### src/rtl/effect_compressor_env_if.sv
// Sample-strobe bus for the envelope compressor stage: per-sample controls
// and data in, processed sample and gain-reduction meter out.
interface effect_compressor_env_if #(
    parameter int DATA_W   = 16,
    parameter int SHIFT_W  = 4,
    parameter int MAKEUP_W = 3
);
    // Strobe semantics: there is no ready. A sample is accepted on every rising
    // clock edge where i_valid is 1, and all i_* fields are captured with it.
    // o_valid is a one-cycle strobe per sample; o_data/o_gain_red hold between strobes.
    logic                 i_valid;
    logic                 i_enable;
    logic [DATA_W-2:0]    i_threshold;
    logic [SHIFT_W-1:0]   i_ratio_shift;
    logic [SHIFT_W-1:0]   i_attack_shift;
    logic [SHIFT_W-1:0]   i_release_shift;
    logic [MAKEUP_W-1:0]  i_makeup_shift;
    logic [DATA_W-1:0]    i_data;
    logic [DATA_W-1:0]    o_data;
    logic                 o_valid;
    logic [DATA_W-2:0]    o_gain_red;

    modport master (
        output i_valid, i_enable, i_threshold, i_ratio_shift, i_attack_shift,
               i_release_shift, i_makeup_shift, i_data,
        input  o_data, o_valid, o_gain_red
    );

    modport slave (
        input  i_valid, i_enable, i_threshold, i_ratio_shift, i_attack_shift,
               i_release_shift, i_makeup_shift, i_data,
        output o_data, o_valid, o_gain_red
    );
endinterface

### src/rtl/effect_compressor_env.sv
// Envelope-driven compressor: peak envelope with attack/release, power-of-two
// ratio above a threshold, saturating makeup gain. Two-clock latency, bypass aligned.
module effect_compressor_env #(
    parameter int DATA_W   = 16,
    parameter int SHIFT_W  = 4,
    parameter int MAKEUP_W = 3
) (
    input  logic                    i_clk,
    input  logic                    i_rst_n,
    effect_compressor_env_if.slave  bus
);
    localparam int MAG_W  = DATA_W - 1;
    localparam int WIDE_W = MAG_W + (1 << MAKEUP_W) - 1;
    localparam logic [MAG_W-1:0]  MAX      = {MAG_W{1'b1}};
    localparam logic [WIDE_W-1:0] MAX_WIDE = {{(WIDE_W-MAG_W){1'b0}}, MAX};

    // Stage 1 registers
    logic                 s1_valid;
    logic                 s1_sign;
    logic [MAG_W-1:0]     s1_abs;
    logic                 s1_enable;
    logic [MAG_W-1:0]     s1_thr;
    logic [SHIFT_W-1:0]   s1_ratio;
    logic [MAKEUP_W-1:0]  s1_makeup;
    logic [DATA_W-1:0]    s1_raw;
    logic [MAG_W-1:0]     env;

    // Output registers
    logic                 o_valid_q;
    logic [DATA_W-1:0]    o_data_q;
    logic [MAG_W-1:0]     o_gr_q;

    // Stage 1 combinational
    logic [DATA_W-1:0]    neg_data;
    logic [MAG_W-1:0]     in_abs;
    logic [MAG_W-1:0]     env_next;

    always_comb begin
        neg_data = ~bus.i_data + DATA_W'(1);
        if (bus.i_data[DATA_W-1]) begin
            // Only the most-negative input still has its MSB set after negation.
            in_abs = neg_data[DATA_W-1] ? MAX : neg_data[MAG_W-1:0];
        end else begin
            in_abs = bus.i_data[MAG_W-1:0];
        end
    end

    always_comb begin
        env_next = env;
        if (in_abs > env) begin
            env_next = env + ((in_abs - env) >> bus.i_attack_shift);
        end else begin
            env_next = env - ((env - in_abs) >> bus.i_release_shift);
        end
    end

    // Stage 2 combinational, working on the envelope already updated by this sample
    logic [MAG_W-1:0]     over;
    logic [MAG_W-1:0]     gr;
    logic [MAG_W-1:0]     mag;
    logic [WIDE_W-1:0]    wide;
    logic [MAG_W-1:0]     sat;
    logic [DATA_W-1:0]    mag_out;
    logic [DATA_W-1:0]    comp_data;

    always_comb begin
        over = '0;
        if (env > s1_thr) begin
            over = env - s1_thr;
        end
        gr = over - (over >> s1_ratio);
        // During a release tail the reduction can exceed the current sample.
        mag = (gr > s1_abs) ? '0 : (s1_abs - gr);
        wide = {{(WIDE_W-MAG_W){1'b0}}, mag} << s1_makeup;
        sat = (wide > MAX_WIDE) ? MAX : wide[MAG_W-1:0];
        mag_out = {1'b0, sat};
        comp_data = s1_sign ? (~mag_out + DATA_W'(1)) : mag_out;
    end

    always_ff @(posedge i_clk or negedge i_rst_n) begin
        if (!i_rst_n) begin
            s1_valid  <= 1'b0;
            s1_sign   <= 1'b0;
            s1_abs    <= '0;
            s1_enable <= 1'b0;
            s1_thr    <= '0;
            s1_ratio  <= '0;
            s1_makeup <= '0;
            s1_raw    <= '0;
            env       <= '0;
        end else begin
            s1_valid <= bus.i_valid;
            if (bus.i_valid) begin
                s1_sign   <= bus.i_data[DATA_W-1];
                s1_abs    <= in_abs;
                s1_enable <= bus.i_enable;
                s1_thr    <= bus.i_threshold;
                s1_ratio  <= bus.i_ratio_shift;
                s1_makeup <= bus.i_makeup_shift;
                s1_raw    <= bus.i_data;
                env       <= env_next;
            end
        end
    end

    always_ff @(posedge i_clk or negedge i_rst_n) begin
        if (!i_rst_n) begin
            o_valid_q <= 1'b0;
            o_data_q  <= '0;
            o_gr_q    <= '0;
        end else begin
            o_valid_q <= s1_valid;
            if (s1_valid) begin
                o_data_q <= s1_enable ? comp_data : s1_raw;
                o_gr_q   <= s1_enable ? gr : '0;
            end
        end
    end

    assign bus.o_valid    = o_valid_q;
    assign bus.o_data     = o_data_q;
    assign bus.o_gain_red = o_gr_q;

endmodule
### src/flat_wrapper.sv
// flat-port wrapper written by rule: the top's interface ports become plain ports
module effect_compressor_env_flat 
#(
    parameter int DATA_W   = 16,
    parameter int SHIFT_W  = 4,
    parameter int MAKEUP_W = 3
)
  (i_clk, i_rst_n, bus_i_valid, bus_i_enable, bus_i_threshold, bus_i_ratio_shift, bus_i_attack_shift, bus_i_release_shift, bus_i_makeup_shift, bus_i_data, bus_o_data, bus_o_valid, bus_o_gain_red);
  effect_compressor_env_if #(.DATA_W(DATA_W), .SHIFT_W(SHIFT_W), .MAKEUP_W(MAKEUP_W)) bus_i ();
  input  logic i_clk;
  input  logic i_rst_n;
  input wire logic [$bits(bus_i.i_valid)-1:0] bus_i_valid;
  input wire logic [$bits(bus_i.i_enable)-1:0] bus_i_enable;
  input wire logic [$bits(bus_i.i_threshold)-1:0] bus_i_threshold;
  input wire logic [$bits(bus_i.i_ratio_shift)-1:0] bus_i_ratio_shift;
  input wire logic [$bits(bus_i.i_attack_shift)-1:0] bus_i_attack_shift;
  input wire logic [$bits(bus_i.i_release_shift)-1:0] bus_i_release_shift;
  input wire logic [$bits(bus_i.i_makeup_shift)-1:0] bus_i_makeup_shift;
  input wire logic [$bits(bus_i.i_data)-1:0] bus_i_data;
  output wire logic [$bits(bus_i.o_data)-1:0] bus_o_data;
  output wire logic [$bits(bus_i.o_valid)-1:0] bus_o_valid;
  output wire logic [$bits(bus_i.o_gain_red)-1:0] bus_o_gain_red;
  assign bus_i.i_valid = bus_i_valid;
  assign bus_i.i_enable = bus_i_enable;
  assign bus_i.i_threshold = bus_i_threshold;
  assign bus_i.i_ratio_shift = bus_i_ratio_shift;
  assign bus_i.i_attack_shift = bus_i_attack_shift;
  assign bus_i.i_release_shift = bus_i_release_shift;
  assign bus_i.i_makeup_shift = bus_i_makeup_shift;
  assign bus_i.i_data = bus_i_data;
  assign bus_o_data = bus_i.o_data;
  assign bus_o_valid = bus_i.o_valid;
  assign bus_o_gain_red = bus_i.o_gain_red;
  effect_compressor_env #(.DATA_W(DATA_W), .SHIFT_W(SHIFT_W), .MAKEUP_W(MAKEUP_W)) u_core (.i_clk(i_clk), .i_rst_n(i_rst_n), .bus(bus_i));
endmodule
### config.mk
export PLATFORM = sky130hd
export DESIGN_NAME = effect_compressor_env_flat
export DESIGN_NICKNAME = d
export VERILOG_FILES = /design/src/rtl/effect_compressor_env_if.sv /design/src/rtl/effect_compressor_env.sv /design/src/flat_wrapper.sv
export SDC_FILE = /design/constraint.sdc
export NUM_CORES = 1
export LEC_CHECK = 0
export ABC_CLOCK_PERIOD_IN_PS = 12900
export BUFFER_PORTS_ARGS = -buffer_cell sky130_fd_sc_hd__buf_2
export CAP_MARGIN = 20
export CELL_PAD_IN_SITES_DETAIL_PLACEMENT = 0
export CELL_PAD_IN_SITES_GLOBAL_PLACEMENT = 2
export CORE_ASPECT_RATIO = 1.75
export CORE_UTILIZATION = 37
export CTS_BUF_LIST = sky130_fd_sc_hd__clkbuf_8 sky130_fd_sc_hd__clkbuf_16
export DETAILED_ROUTE_END_ITERATION = 8
export PLACE_DENSITY = 0.87
export SLEW_MARGIN = 5
export SYNTH_ARGS = -nofsm -noshare
export SYNTH_HDL_FRONTEND = slang
export SYNTH_SLANG_ARGS = --single-unit
export TNS_END_PERCENT = 100
### constraint.sdc
create_clock -name i_clk -period 12.9 [get_ports i_clk]
set_input_delay 1.29 -clock i_clk [delete_from_list [all_inputs] [get_ports i_clk]]
set_output_delay 1.29 -clock i_clk [all_outputs]
set_load 0.01 [all_outputs]
==> out/qor.yml <==
critPathKind: "register to register"
hold-worst-slack_ps: 504
floorplan.io_pins: 82
grt_setup_unrepaired: "false"
clk-insertion-delay-late_ps: 370
endpoint_required_time_on_the_critical_path_ps: 13120
cells_after_synth: 1668
postSynth.topFlopCell: "dfrtp_1"
htree_levels: 3
r2r_setup_slack_ps: 2080
report.final.slew_viol_count: 0
yosys.area.top_type: "dfrtp_1"
synth_nets: 1815
tritoncts.num_buffers: 9
first_global_vias: 12316
dieArea_um2: 34500
grt_first_pass_wirelength_mm: 69.2
most_common_cell_after_layout_fill_and_taps_aside: "o21ai_0"
asr_flop_ratio_synth_pct: 100
numClockSinks: 102
cts.clk_slew.worst_paths_ps: 70
first_pass_iters: 7
slew_at_the_pin_with_the_worst_max_slew_slack_ps: 987
final_min_period_over_clock_period_pct: 83.9
vias: 12412
slew_headroom_pct: 34.0
initial_utilization_pct: 37.7
timing.setup.tns_ps: 0
ratio_of_cells_with_drive_above_1_in_the_final_layout_pct: 10.3
antenna_found_initial: 2
post_cts.resized_instances: 0
synth-seq-area-share_pct: 20.4
globalRouteTotalUtil_pct: 26.4
clock-root-buffer: "clkbuf_16"
critical-path-top-cell-by-count: "o21ai_0"
worst_path_max_delay_cell: "a311oi_1"
global_route.overflow_total: 0
postCtsSetupBuffers: 0
pin_count_of_the_biggest_net_entering_global_routing: 76
floorplan.rows: 88
count_of_final_setup_violators: 0
ctsHoldBuffers: 0
clock-skew-final_ps: 12.2
startpoint_type: "register"
synthesized_area_per_cell_um2: 7.49
postRouteAntennaNets: 0
dieHeight_um: 245
clockBufferDepth: 2
critical-path-top-delay-family: "compound AO/OA/AOI/OAI gates"
drt_wl_total_mm: 45.1
final-hold-violation-count: 0
synth.yosys.warnings: 0
layout_common_cells: "o21ai_0, nand2_1, nor2_1, a21oi_1, inv_1"
fin_crit_ps: 10820
hold_class: "register to register"
remaining_drc_errors: 0
routed_wire_length_per_instance_um: 21.2
die_w_um: 141
area_growth_pct: 7.60
synth-edff-count: 0
synth_top_area_share_pct: 20.4
mappedNetlistArea_um2: 12500
worst-endpoint-arrival_ps: 11040
yosys_register_bits: 102
placeable_core_region_um2: 33100
dp.final_hpwl_mm: 36.8
yosys.cell_types.count: 88
final_estimated_routing_congestion_in_global_placement: 0.981
status: "finished clean"
critical_path_endpoint_category: "register"
crit_path_largest_cell_delay_ps: 600
fin_nets: 1819
timing.critical_path.fanout_max: 17
detail_route.iter0.violations: 586
drv_cap: 0
crit_buf_inv: 1
detail_route.vias_per_cell: 5.83
io_buf_count: 81
fmax_ghz: 0.0924
yosys-top-cells-area: "dfrtp_1, ha_1, o21ai_0, a21oi_1, nand2_1"
clock_tree_from_tritoncts: "yes"
==> worst reg2reg max path, delay by kind of cell, from the launching register on <==
family / cells / cell delay [ps]
AOI/OAI and AO/OA: 28 / 6520
and+or+nand+nor: 10 / 2000
adders and majority gates: 4 / 1290
DFF: 1 / 490
buffers and inverters: 1 / 230
xor gates and xnor gates: 1 / 170
==> flip-flops by register name, summed over array words and instances (netlist names), 3 cells and up <==
signal / cells
u_core.s1_thr: 15
u_core.bus.o_data: 16
u_core.env: 15
u_core.s1_makeup: 3
u_core.s1_raw: 16
u_core.bus.o_gain_red: 15
u_core.s1_ratio: 4
u_core.s1_abs: 15
==> path summary, 6_finish.rpt <==
kind                                      start                     to  cells past startpoint
max                               u_core.env[1]  u_core.bus.o_data[14]                     44
min                        u_core.bus.o_data[3]   u_core.bus.o_data[3]                      2
max reg2reg                       u_core.env[1]  u_core.bus.o_data[14]                     44
min reg2reg                u_core.bus.o_data[3]   u_core.bus.o_data[3]                      2
max in group asynchronous               i_rst_n          u_core.env[3]                      2
min in group asynchronous               i_rst_n       u_core.s1_thr[4]                      1
==> synthesized netlist by cell type, types with 12 or more instances <==
cell type / n
a21oi_1: 133
nor3_1: 51
a21o_1: 34
ha_1: 91
dfrtp_1: 102
o21ai_0: 156
a211oi_1: 21
xnor2_1: 39
xor2_1: 30
and3_1: 12
and2_1: 22
mux2_2: 25
a21boi_0: 13
clkbuf_1: 71
o22ai_1: 15
mux2i_1: 41
nor2b_1: 29
nand2b_1: 19
nand3_1: 43
or3_1: 20
o31ai_1: 19
o21a_1: 20
nand2_1: 140
nor2_1: 138
a31oi_1: 21
inv_1: 127
o211ai_1: 14
==> through the flow <==
step / std cells / setup WS (ps) / util (%) / instance area (µm²)
floorplan: 1668 / 3430 / - / 12500
finish: 2129 / 2080 / 40.6 / 13400
global route: 2129 / 959 / 40.6 / 13400
global placement: 2111 / 2280 / 39.6 / 13100
detailed placement: 2111 / 2200 / 39.6 / 13100
CTS: 2127 / 2150 / 40.6 / 13400
==> layer usage <==
metal	global-route usage, %	wire length, µm
met1	25.2	15800
met2	51.6	24400
met3	1.89	1240
met4	20.3	3630
met5	0	0
==> cell type report <==
class                      instances  area [µm²]
fill                            3516       19700
multi-input combinational       1341        9050
sequential                       102        2550
tap                              450         563
timing repair buffer              91         485
inverter                         127         477
clock buffer                       9         225
clock inverter                     7        88.8
antenna                            2        5.00
==> cell families after synthesis <==
family / share of synthesized area [%]
AO/OA/AOI/OAI: 29.6
AND/OR/NAND/NOR: 20.6
buffers and inverters: 7.16
flip-flops: 20.4
adder cells (fa/ha/maj): 10.1
multiplexers: 7.34
XOR/XNOR: 4.84
Power is not shown: default switching activity piles up to over one toggle a cycle in this logic, so the estimate is an artifact.
